===== src/rtl/spi_write_decoder.sv =====
// -----------------------------------------------------------------------------
// spi_write_decoder
//
// Parses the byte stream from an SPI slave receiver as write packets and
// turns each payload byte into one memory write.
//
// Packet layout inside one SS-framed transfer:
//   WRITE_CMD, ADDR[15:8], ADDR[7:0], LEN (0 = 256), LEN payload bytes
//
// A small FIFO sits between the parser and the memory port so the memory can
// stall without losing SPI bytes. The FIFO head lives in dedicated output
// registers, so io_memAddr/io_memData/io_memValid come straight from flops.
//
// Ports:
//   clock              system clock, the only clock
//   reset              synchronous, active-high reset
//   io_byteIn          received byte from the SPI slave
//   io_byteValid       one-cycle strobe, io_byteIn holds a new byte
//   io_transferActive  high while SS is asserted
//   io_memAddr         write address of the FIFO head
//   io_memData         write data of the FIFO head
//   io_memValid        FIFO head is valid
//   io_memReady        memory accepts the head this cycle
//   io_packetDone      one-cycle pulse after the last payload byte is written
//   io_error           sticky flags: [0] bad command, [1] truncated packet,
//                      [2] overflow / extra byte
//   io_errorClear      clears io_error (a new error in the same cycle wins)
//   io_busy            parser not idle, or FIFO not empty
// -----------------------------------------------------------------------------
module spi_write_decoder #(
  parameter int unsigned ADDR_WIDTH = 16,
  parameter int unsigned FIFO_DEPTH = 4,
  parameter logic [7:0]  WRITE_CMD  = 8'hA5
) (
  input  logic                  clock,
  input  logic                  reset,
  input  logic [7:0]            io_byteIn,
  input  logic                  io_byteValid,
  input  logic                  io_transferActive,
  output logic [ADDR_WIDTH-1:0] io_memAddr,
  output logic [7:0]            io_memData,
  output logic                  io_memValid,
  input  logic                  io_memReady,
  output logic                  io_packetDone,
  output logic [2:0]            io_error,
  input  logic                  io_errorClear,
  output logic                  io_busy
);

  // The backing ring never holds more than FIFO_DEPTH-1 entries because the
  // head register accounts for the remaining slot.
  localparam int unsigned PTR_W = (FIFO_DEPTH > 1) ? $clog2(FIFO_DEPTH) : 1;
  localparam int unsigned CNT_W = PTR_W + 1;
  localparam logic [CNT_W-1:0] RING_MAX = CNT_W'(FIFO_DEPTH - 1);

  typedef enum logic [2:0] {
    ST_IDLE    = 3'd0,
    ST_ADDR_HI = 3'd1,
    ST_ADDR_LO = 3'd2,
    ST_LEN     = 3'd3,
    ST_DATA    = 3'd4,
    ST_TAIL    = 3'd5,
    ST_DISCARD = 3'd6
  } state_t;

  typedef struct packed {
    logic                  last;
    logic [ADDR_WIDTH-1:0] addr;
    logic [7:0]            data;
  } entry_t;

  // Parser state
  state_t                state_r;
  logic [7:0]            addr_hi_r;
  logic [ADDR_WIDTH-1:0] addr_r;
  logic [8:0]            remain_r;

  // FIFO state: head register plus ring behind it
  logic                  hd_valid_r;
  entry_t                hd_r;
  entry_t                ring_r [FIFO_DEPTH];
  logic [PTR_W-1:0]      rd_ptr_r;
  logic [PTR_W-1:0]      wr_ptr_r;
  logic [CNT_W-1:0]      rcnt_r;

  // Status
  logic                  packet_done_r;
  logic [2:0]            error_r;

  // Combinational control
  logic                  accept_s;
  logic                  pop_s;
  logic                  full_s;
  logic                  push_s;
  logic                  drop_s;
  logic                  hd_load_s;
  logic                  ring_re_s;
  logic                  ring_we_s;
  logic                  ring_empty_s;
  entry_t                push_entry_s;
  logic [2:0]            err_set_s;

  assign accept_s     = io_byteValid & io_transferActive;
  assign pop_s        = hd_valid_r & io_memReady;
  assign ring_empty_s = (rcnt_r == {CNT_W{1'b0}});
  assign full_s       = hd_valid_r & (rcnt_r == RING_MAX);
  // Head reloads whenever it is empty or being consumed this cycle.
  assign hd_load_s    = ~hd_valid_r | pop_s;

  // Payload push / drop decision; a pop in the same cycle frees a slot.
  always_comb begin
    push_s = 1'b0;
    drop_s = 1'b0;
    if (accept_s && (state_r == ST_DATA)) begin
      if (!full_s || pop_s) begin
        push_s = 1'b1;
      end else begin
        drop_s = 1'b1;
      end
    end else begin
      push_s = 1'b0;
      drop_s = 1'b0;
    end
  end

  // Entry built from the current address and incoming byte.
  always_comb begin
    push_entry_s      = '0;
    push_entry_s.last = (remain_r == 9'd1);
    push_entry_s.addr = addr_r;
    push_entry_s.data = io_byteIn;
  end

  // Ring read/write strobes; a push into an empty FIFO bypasses the ring.
  always_comb begin
    ring_re_s = 1'b0;
    ring_we_s = 1'b0;
    if (hd_load_s && !ring_empty_s) begin
      ring_re_s = 1'b1;
      ring_we_s = push_s;
    end else if (hd_load_s) begin
      ring_re_s = 1'b0;
      ring_we_s = 1'b0;
    end else begin
      ring_re_s = 1'b0;
      ring_we_s = push_s;
    end
  end

  // Error events raised this cycle.
  always_comb begin
    err_set_s = 3'b000;
    if (accept_s && (state_r == ST_IDLE) && (io_byteIn != WRITE_CMD)) begin
      err_set_s[0] = 1'b1;
    end else begin
      err_set_s[0] = 1'b0;
    end
    if (!io_transferActive &&
        ((state_r == ST_ADDR_HI) || (state_r == ST_ADDR_LO) ||
         (state_r == ST_LEN)     || (state_r == ST_DATA))) begin
      err_set_s[1] = 1'b1;
    end else begin
      err_set_s[1] = 1'b0;
    end
    if (drop_s || (accept_s && (state_r == ST_TAIL))) begin
      err_set_s[2] = 1'b1;
    end else begin
      err_set_s[2] = 1'b0;
    end
  end

  // Packet parser FSM: header capture, address/length tracking.
  always_ff @(posedge clock) begin
    if (reset) begin
      state_r   <= ST_IDLE;
      addr_hi_r <= 8'd0;
      addr_r    <= '0;
      remain_r  <= 9'd0;
    end else begin
      case (state_r)
        ST_IDLE: begin
          if (accept_s) begin
            if (io_byteIn == WRITE_CMD) begin
              state_r <= ST_ADDR_HI;
            end else begin
              state_r <= ST_DISCARD;
            end
          end
        end
        ST_ADDR_HI: begin
          if (!io_transferActive) begin
            state_r <= ST_IDLE;
          end else if (accept_s) begin
            addr_hi_r <= io_byteIn;
            state_r   <= ST_ADDR_LO;
          end
        end
        ST_ADDR_LO: begin
          if (!io_transferActive) begin
            state_r <= ST_IDLE;
          end else if (accept_s) begin
            // The header always carries 16 bits; the cast zero-extends or
            // truncates to the configured address width.
            addr_r  <= ADDR_WIDTH'({addr_hi_r, io_byteIn});
            state_r <= ST_LEN;
          end
        end
        ST_LEN: begin
          if (!io_transferActive) begin
            state_r <= ST_IDLE;
          end else if (accept_s) begin
            remain_r <= (io_byteIn == 8'd0) ? 9'd256 : {1'b0, io_byteIn};
            state_r  <= ST_DATA;
          end
        end
        ST_DATA: begin
          if (!io_transferActive) begin
            state_r <= ST_IDLE;
          end else if (accept_s) begin
            // Address and count advance even for a dropped byte, so later
            // bytes still land on their intended addresses.
            addr_r   <= addr_r + ADDR_WIDTH'(1);
            remain_r <= remain_r - 9'd1;
            if (remain_r == 9'd1) begin
              state_r <= ST_TAIL;
            end
          end
        end
        ST_TAIL, ST_DISCARD: begin
          if (!io_transferActive) begin
            state_r <= ST_IDLE;
          end
        end
        default: begin
          state_r <= ST_IDLE;
        end
      endcase
    end
  end

  // Payload FIFO: ring storage, pointers and the registered head entry.
  always_ff @(posedge clock) begin
    if (reset) begin
      for (int i = 0; i < int'(FIFO_DEPTH); i++) begin
        ring_r[i] <= '0;
      end
      rd_ptr_r   <= '0;
      wr_ptr_r   <= '0;
      rcnt_r     <= '0;
      hd_valid_r <= 1'b0;
      hd_r       <= '0;
    end else begin
      if (ring_we_s) begin
        ring_r[wr_ptr_r] <= push_entry_s;
        wr_ptr_r         <= wr_ptr_r + PTR_W'(1);
      end
      if (ring_re_s) begin
        rd_ptr_r <= rd_ptr_r + PTR_W'(1);
      end
      case ({ring_we_s, ring_re_s})
        2'b10:   rcnt_r <= rcnt_r + CNT_W'(1);
        2'b01:   rcnt_r <= rcnt_r - CNT_W'(1);
        default: rcnt_r <= rcnt_r;
      endcase
      if (hd_load_s) begin
        if (ring_re_s) begin
          hd_r       <= ring_r[rd_ptr_r];
          hd_valid_r <= 1'b1;
        end else if (push_s) begin
          hd_r       <= push_entry_s;
          hd_valid_r <= 1'b1;
        end else begin
          // Address/data keep their last value; only valid drops.
          hd_valid_r <= 1'b0;
        end
      end
    end
  end

  // Completion pulse one cycle after the last-tagged entry is written.
  always_ff @(posedge clock) begin
    if (reset) begin
      packet_done_r <= 1'b0;
    end else begin
      packet_done_r <= pop_s & hd_r.last;
    end
  end

  // Sticky error flags; a new event outranks a simultaneous clear.
  always_ff @(posedge clock) begin
    if (reset) begin
      error_r <= 3'b000;
    end else if (io_errorClear) begin
      error_r <= err_set_s;
    end else begin
      error_r <= error_r | err_set_s;
    end
  end

  assign io_memValid   = hd_valid_r;
  assign io_memAddr    = hd_r.addr;
  assign io_memData    = hd_r.data;
  assign io_packetDone = packet_done_r;
  assign io_error      = error_r;
  assign io_busy       = (state_r != ST_IDLE) | hd_valid_r;

endmodule


===== config.mk =====
export PLATFORM = sky130hd
export DESIGN_NAME = spi_write_decoder
export DESIGN_NICKNAME = d
export VERILOG_FILES = /design/src/rtl/spi_write_decoder.sv
export SDC_FILE = /design/constraint.sdc
export NUM_CORES = 1
export LEC_CHECK = 0
export ABC_CLOCK_PERIOD_IN_PS = 4600
export CORE_MARGIN = 2
export CORE_UTILIZATION = 40
export DETAILED_ROUTE_END_ITERATION = 6
export PLACE_DENSITY_LB_ADDON = 0.12
export SLEW_MARGIN = 20
export SYNTH_ARGS = -nofsm -noshare
export SYNTH_HDL_FRONTEND = slang
export SYNTH_SLANG_ARGS = --single-unit

===== constraint.sdc =====
create_clock -name clock -period 4.6 [get_ports clock]
set_clock_uncertainty 0.2 [all_clocks]
set_input_delay 1.38 -clock clock [delete_from_list [all_inputs] [get_ports clock]]
set_output_delay 1.38 -clock clock [all_outputs]
set_load 0.01 [all_outputs]

# Yosys cells after proc, flatten, opt, wreduce, memory -nomap -nowiden
# Memories as Yosys holds them, arrays and structs flattened. A register that Yosys moved wholly into a read port is not among the register bits.
# Cells that the tools add are included.
[op_classes] bitwise_logic=8 mux=50 eq_ne=25 add_sub_neg=6 reduce_logical=29
[ops] op="2-to-1 mux 25 bit" n=3
[ops] op="2-to-1 mux 16 bit" n=4
[ops] op="2-to-1 mux 9 bit" n=5
[ops] op="2-to-1 mux 3 bit" n=13
[ops] op="case mux 16 bit (2 select lines)" n=1
[ops] op="OR reduction 25 bit" n=1
[ops] op="2-to-1 mux 1 bit" n=18
[ops] op="case mux 3 bit (6 select lines)" n=1
[ops] op="case mux 9 bit (2 select lines)" n=1
[ops] op="adder 16 x 1 -> 16 bit, second input constant" n=1
[ops] op="!= test 2 bit, second input constant" n=8
[ops] op="!= test 3 bit, second input constant" n=5
[ops] op="AND reduction 5 bit" n=2
[ops] op="== test 3 x 2 -> 1 bit, second input constant" n=3
[ops] op="== test 3 bit, second input constant" n=3
[ops] op="== test 9 x 1 -> 1 bit, second input constant" n=1
[ops] op="subtractor 9 x 1 -> 9 bit, second input constant" n=1
[ops] op="== test 8 bit, second input constant" n=1
[ops] op="logical NOT 8 bit" n=1
[ops] op="!= test 8 bit, second input constant" n=1
[ops] op="nonzero test 2 bit" n=4
[ops] op="AND reduction 7 bit" n=1
[ops] op="logical AND 1 bit" n=6
[ops] op="logical NOT 3 bit" n=2
[ops] op="other kinds (18)" n=31
[totals] n_memories=1 in_bits=14 register_bits=73 elab_cells=132 mem_bits_rw=100 output_inout_bits=30
[memory_table] memory="ring_r" depth=4 word_bits=25 read_ports=1 rd_ports_with_merged_regs=1 wr=4 line="81" rtl="entry_t ring_r [FIFO_DEPTH];"

# Longest topological paths before layout
[logic_depth] ltp_word=13 ltp_mapped=9 ltp_nobuf=7

# Least setup slack after synthesis
# No wires, ideal clock.
[synth_timing] path_kind="input-to-reg" from="in io_memReady" to="mem ring_r[0][0] (netlist name) (enable)" n_path_buf=1 t_arrival_ns=4.103 setup_ns=0.442 setup_slack_ns=-0.144 required_ns=3.958 cell_stages=6 path_cell_list="nand2b_1 clkbuf_1 a21oi_1 o211a_4 nand2_1 o21ai_0"
[synth_rtl] element="start: declaration" line="43" rtl="input logic io_memReady,"
[synth_rtl] element="end: declaration" line="81"

# Worst setup path after layout
[layout_timing] from="reg state_r[0]" to="out io_busy"
[layout_via] elab_chain_cells=2
[layout_lines] element="start: declaration" line="73" rtl="state_t state_r;"
[layout_lines] element="start signal: assignment" line="175" rtl="state_r <= ST_IDLE;"
[layout_lines] element="start signal: assignment" line="184" rtl="state_r <= ST_ADDR_HI;"
[layout_lines] element="start signal: assignment" line="186" rtl="state_r <= ST_DISCARD;"
[layout_lines] element="nonzero test 3 bit" line="305" rtl="assign io_busy = (state_r != ST_IDLE) | hd_valid_r;"
[layout_lines] element="OR 1 bit" line="305"
[layout_lines] element="end: declaration" line="47" rtl="output logic io_busy"
# Every way passes these cells.

==> flow_summary.toml <==
[synthesis]
synth_cell_types = 67
synth_ff_type = "edfxtp_1"
syn-instance-count = 774
ys_warn_count = 0
syn_area_sq_mm = 0.008497
syn_nets = 792
ys_seq_area_share_pct = 53.01
synth_edf_count = 100
yosys_register_bits = 175
async_flop_share_pct = 0
synth_area_per_cell_sq_um = 10.98

[pwr]
power_density_mw_per_mm2 = 507.3
p_comb_share_pct = 28.0
p_leak_nw = 3.404
max-vdd-ir-drop_mv = 0.2635
pwr-share-clk_pct = 30.2
netSwitchingPower_mw = 1.532
total_power_mw = 4.872
sequentialPowerShare_pct = 41.7
swShare_pct = 31.44
p_int_mw = 3.341

[finish]
final_layout_size_suffix_gt1_share_pct = 13.63
utilization_pct = 45.83
antenna_cells = 0
fin_nets = 790
fillers = 1942
area_growth_pct = 13.03

[outcome]
status = "finished, final reports clean"

[sta]
rsz0062_at_grt = "false"
relSlewSlack_pct = 32.83
min_period_over_period_pct = 79.34
tns_ns = 0
timing.fmax_ghz = 0.2740
hold_violations = 0
setup_viol = 0
worst_pin_slew_ns = 1.008
slew_viol_final = 0
min_period_ns = 3.650

[setup_path]
cp-end-kind = "output port"
crit_path_start_kind = "flip-flop"
crit_fanout = 15
critPathRequiredTime_ns = 3.02
crit_chain = "or2_2 > or3_1 > clkdlybuf4s50_1"
arrival_ns = 2.07
cpPeakStageDelay_ns = 0.48
slowest_stage = "clkdlybuf4s50_1"
critical_path_class = "reg -> out"

[cts]
cts_buffers = 17
post_cts_resized = 0
cts-hold-fix-buffers = 0
clk_path_buf_depth = 2
clk_pin_slew_ns = 0.07
root_buffer = "clkbuf_16"
cts_setup_buffers = 0
cts_tree = "done"
clock_latency_ns = 0.42
htree_levels = 4
clock_sinks = 175

[route]
via_per_inst = 5.526
drt-total-wl_mm = 21.59
drc = 0
firstDrtPassIters = 4
num_vias = 5858
drt-initial-drc-count = 464
postRouteAntennaNets = 0
drt-wirelength-per-cell_microns = 20.37

[global_route]
antenna_found_initial = 0
grt_remaining_overflow = 0
grt_use_total_pct = 20.19
grt_pass1_vias = 5832
grt_pass1_wl_mm = 33.89
grt_max_degree = 47

[floorplan]
die_h_microns = 149.7
num_rows = 53
fp.dieW_microns = 149.7
start_util_pct = 40.55
coreArea_sq_mm = 0.02096
ios = 44
die-area_sq_mm = 0.02242

[placed_design]
dp_hpwl_mm = 14.13
port_buffers = 43
place.gp.congestion = 0.8055

[run]
drv_cap = 0

[worst_hold_path]
hp-class = "reg -> reg"
## cell usage after synthesis, types with 3 or more instances
cell type	n	share of area, %
a211oi_1	16	1.4
a21o_1	3	0.27
a21oi_1	45	2.7
a22o_1	3	0.31
a22oi_1	3	0.27
a311oi_1	3	0.31
a31oi_1	4	0.29
and2_1	101	7.4
and3_1	3	0.22
and4_1	6	0.62
buf_1	4	0.18
buf_2	14	0.82
buf_4	25	2.2
buf_6	5	0.66
clkbuf_1	42	1.9
dfxtp_1	75	18
edfxtp_1	100	35
ha_1	3	0.44
inv_1	10	0.44
mux2i_1	9	1.1
mux4_2	25	6.6
nand2_1	23	1.0
nand2b_1	4	0.29
nand3_1	11	0.65
nand3b_1	3	0.27
nand4_1	4	0.29
nor2_1	89	3.9
nor2b_1	3	0.22
nor3_1	12	0.71
nor3b_1	3	0.27
nor4_1	7	0.52
o211ai_1	5	0.44
o21ai_0	38	2.2
o221a_2	11	1.5
or3_1	17	1.3
xnor2_1	5	0.52
## area by class of cell
cell class	count	area [sq um]	share of cell area [%]
Clock buffer	25	529.3	5.511
Tap cell	275	344.1	3.583
Timing Repair Buffer	69	620.6	6.462
Clock inverter	7	71.32	0.7426
Multi-Input combinational cell	499	3496	36.40
Inverter	10	37.54	0.3908
Sequential cell	175	4506	46.91
## logic make-up (layout without fill, tap and decap cells)
group                    count (synthesis)  in the layout  share of synthesized area (%)
AO/OA/AOI/OAI                          155            155                          12.33
XOR/XNOR                                 7              7                         0.7216
adder cells (fa/ha/maj)                  4              4                         0.6774
buffers and inverters                  100            111                          6.170
flip-flops                             175            175                          53.01
multiplexers                            34             34                          7.687
AND/OR/NAND/NOR                        299            299                          19.41
## worst max-delay path: cells and delay by family (launching register included)
family | cells | cell delay (ns)
flops | 1 | 0.46
buf+inv | 1 | 0.48
simple gates | 2 | 0.70
## power by group through the flow
stage	Combinational [mW]	Clock (mW)	Sequential, mW
finish	1.37	1.47	2.03
global route	1.49	1.56	2.07
CTS	1.38	1.49	2.04
detailed placement	1.38	0	2.07
global placement	1.37	0	2.06
floorplan	1.08	0	1.95
## per-stage QoR
stage / setup slack, ns / area (sq um) / std cells / hold slack, ns
4_1_cts: 0.9337 / 9604 / 1060 / 0.2671
6_report: 0.9503 / 9604 / 1060 / 0.2565
3_5_place_dp: 0.6338 / 9004 / 1028 / 0.2574
2_1_floorplan: -0.05910 / 8497 / 774 / 0.2516
3_3_place_gp: 0.6765 / 9004 / 1028 / 0.2436
5_1_grt: 0.8536 / 9604 / 1060 / 0.2989
## placed cells by master (no fill, tap or decap), drive strengths merged, types with 4 or more instances in the layout
master,n
and2,101
edfxtp,100
nor2,90
dfxtp,75
a21oi,46
clkdlybuf4s50,42
o21ai,39
buf,27
mux4,25
clkbuf,25
nand2,24
or3,17
a211oi,16
nor3,14
inv,12
nand3,11
o221a,11
mux2i,9
nor4,8
and4,6
o211ai,5
xnor2,5
nand2b,4
nand4,4
a31oi,4
nor3b,4
and3,4
clkinv,4
## routing by layer
metal | global-route usage [%] | vias up | part of all wire, %
li1 | - | 2776 | -
met1 | 27.05 | 2920 | 46
met2 | 32.80 | 128 | 48
met3 | 3.872 | 34 | 4.0
met4 | 7.264 | 0 | 2.0
met5 | 0 | - | 0
## worst paths after layout
| path | end | from | depth (start not counted) | slack (ns) |
|---|---|---|---|---|
| max | io_busy | state_r[0] | 3 | 0.95 |
| min | io_error[1] | io_error[1] | 2 | 0.26 |
| max reg2reg | rcnt_r[2] | rcnt_r[2] | 6 | 1.63 |
| min reg2reg | io_error[1] | io_error[1] | 2 | 0.26 |
## state kept, by name, indices dropped and copies added (netlist names), 2 cells and up, named ones only
register    count
wr_ptr_r        2
addr_r         16
rd_ptr_r        2
rcnt_r          3
addr_hi_r       8
remain_r        9
io_memAddr     16
io_error        3
state_r         3
io_memData      8
ring_r        100
Power figures use the tool's default switching activity.
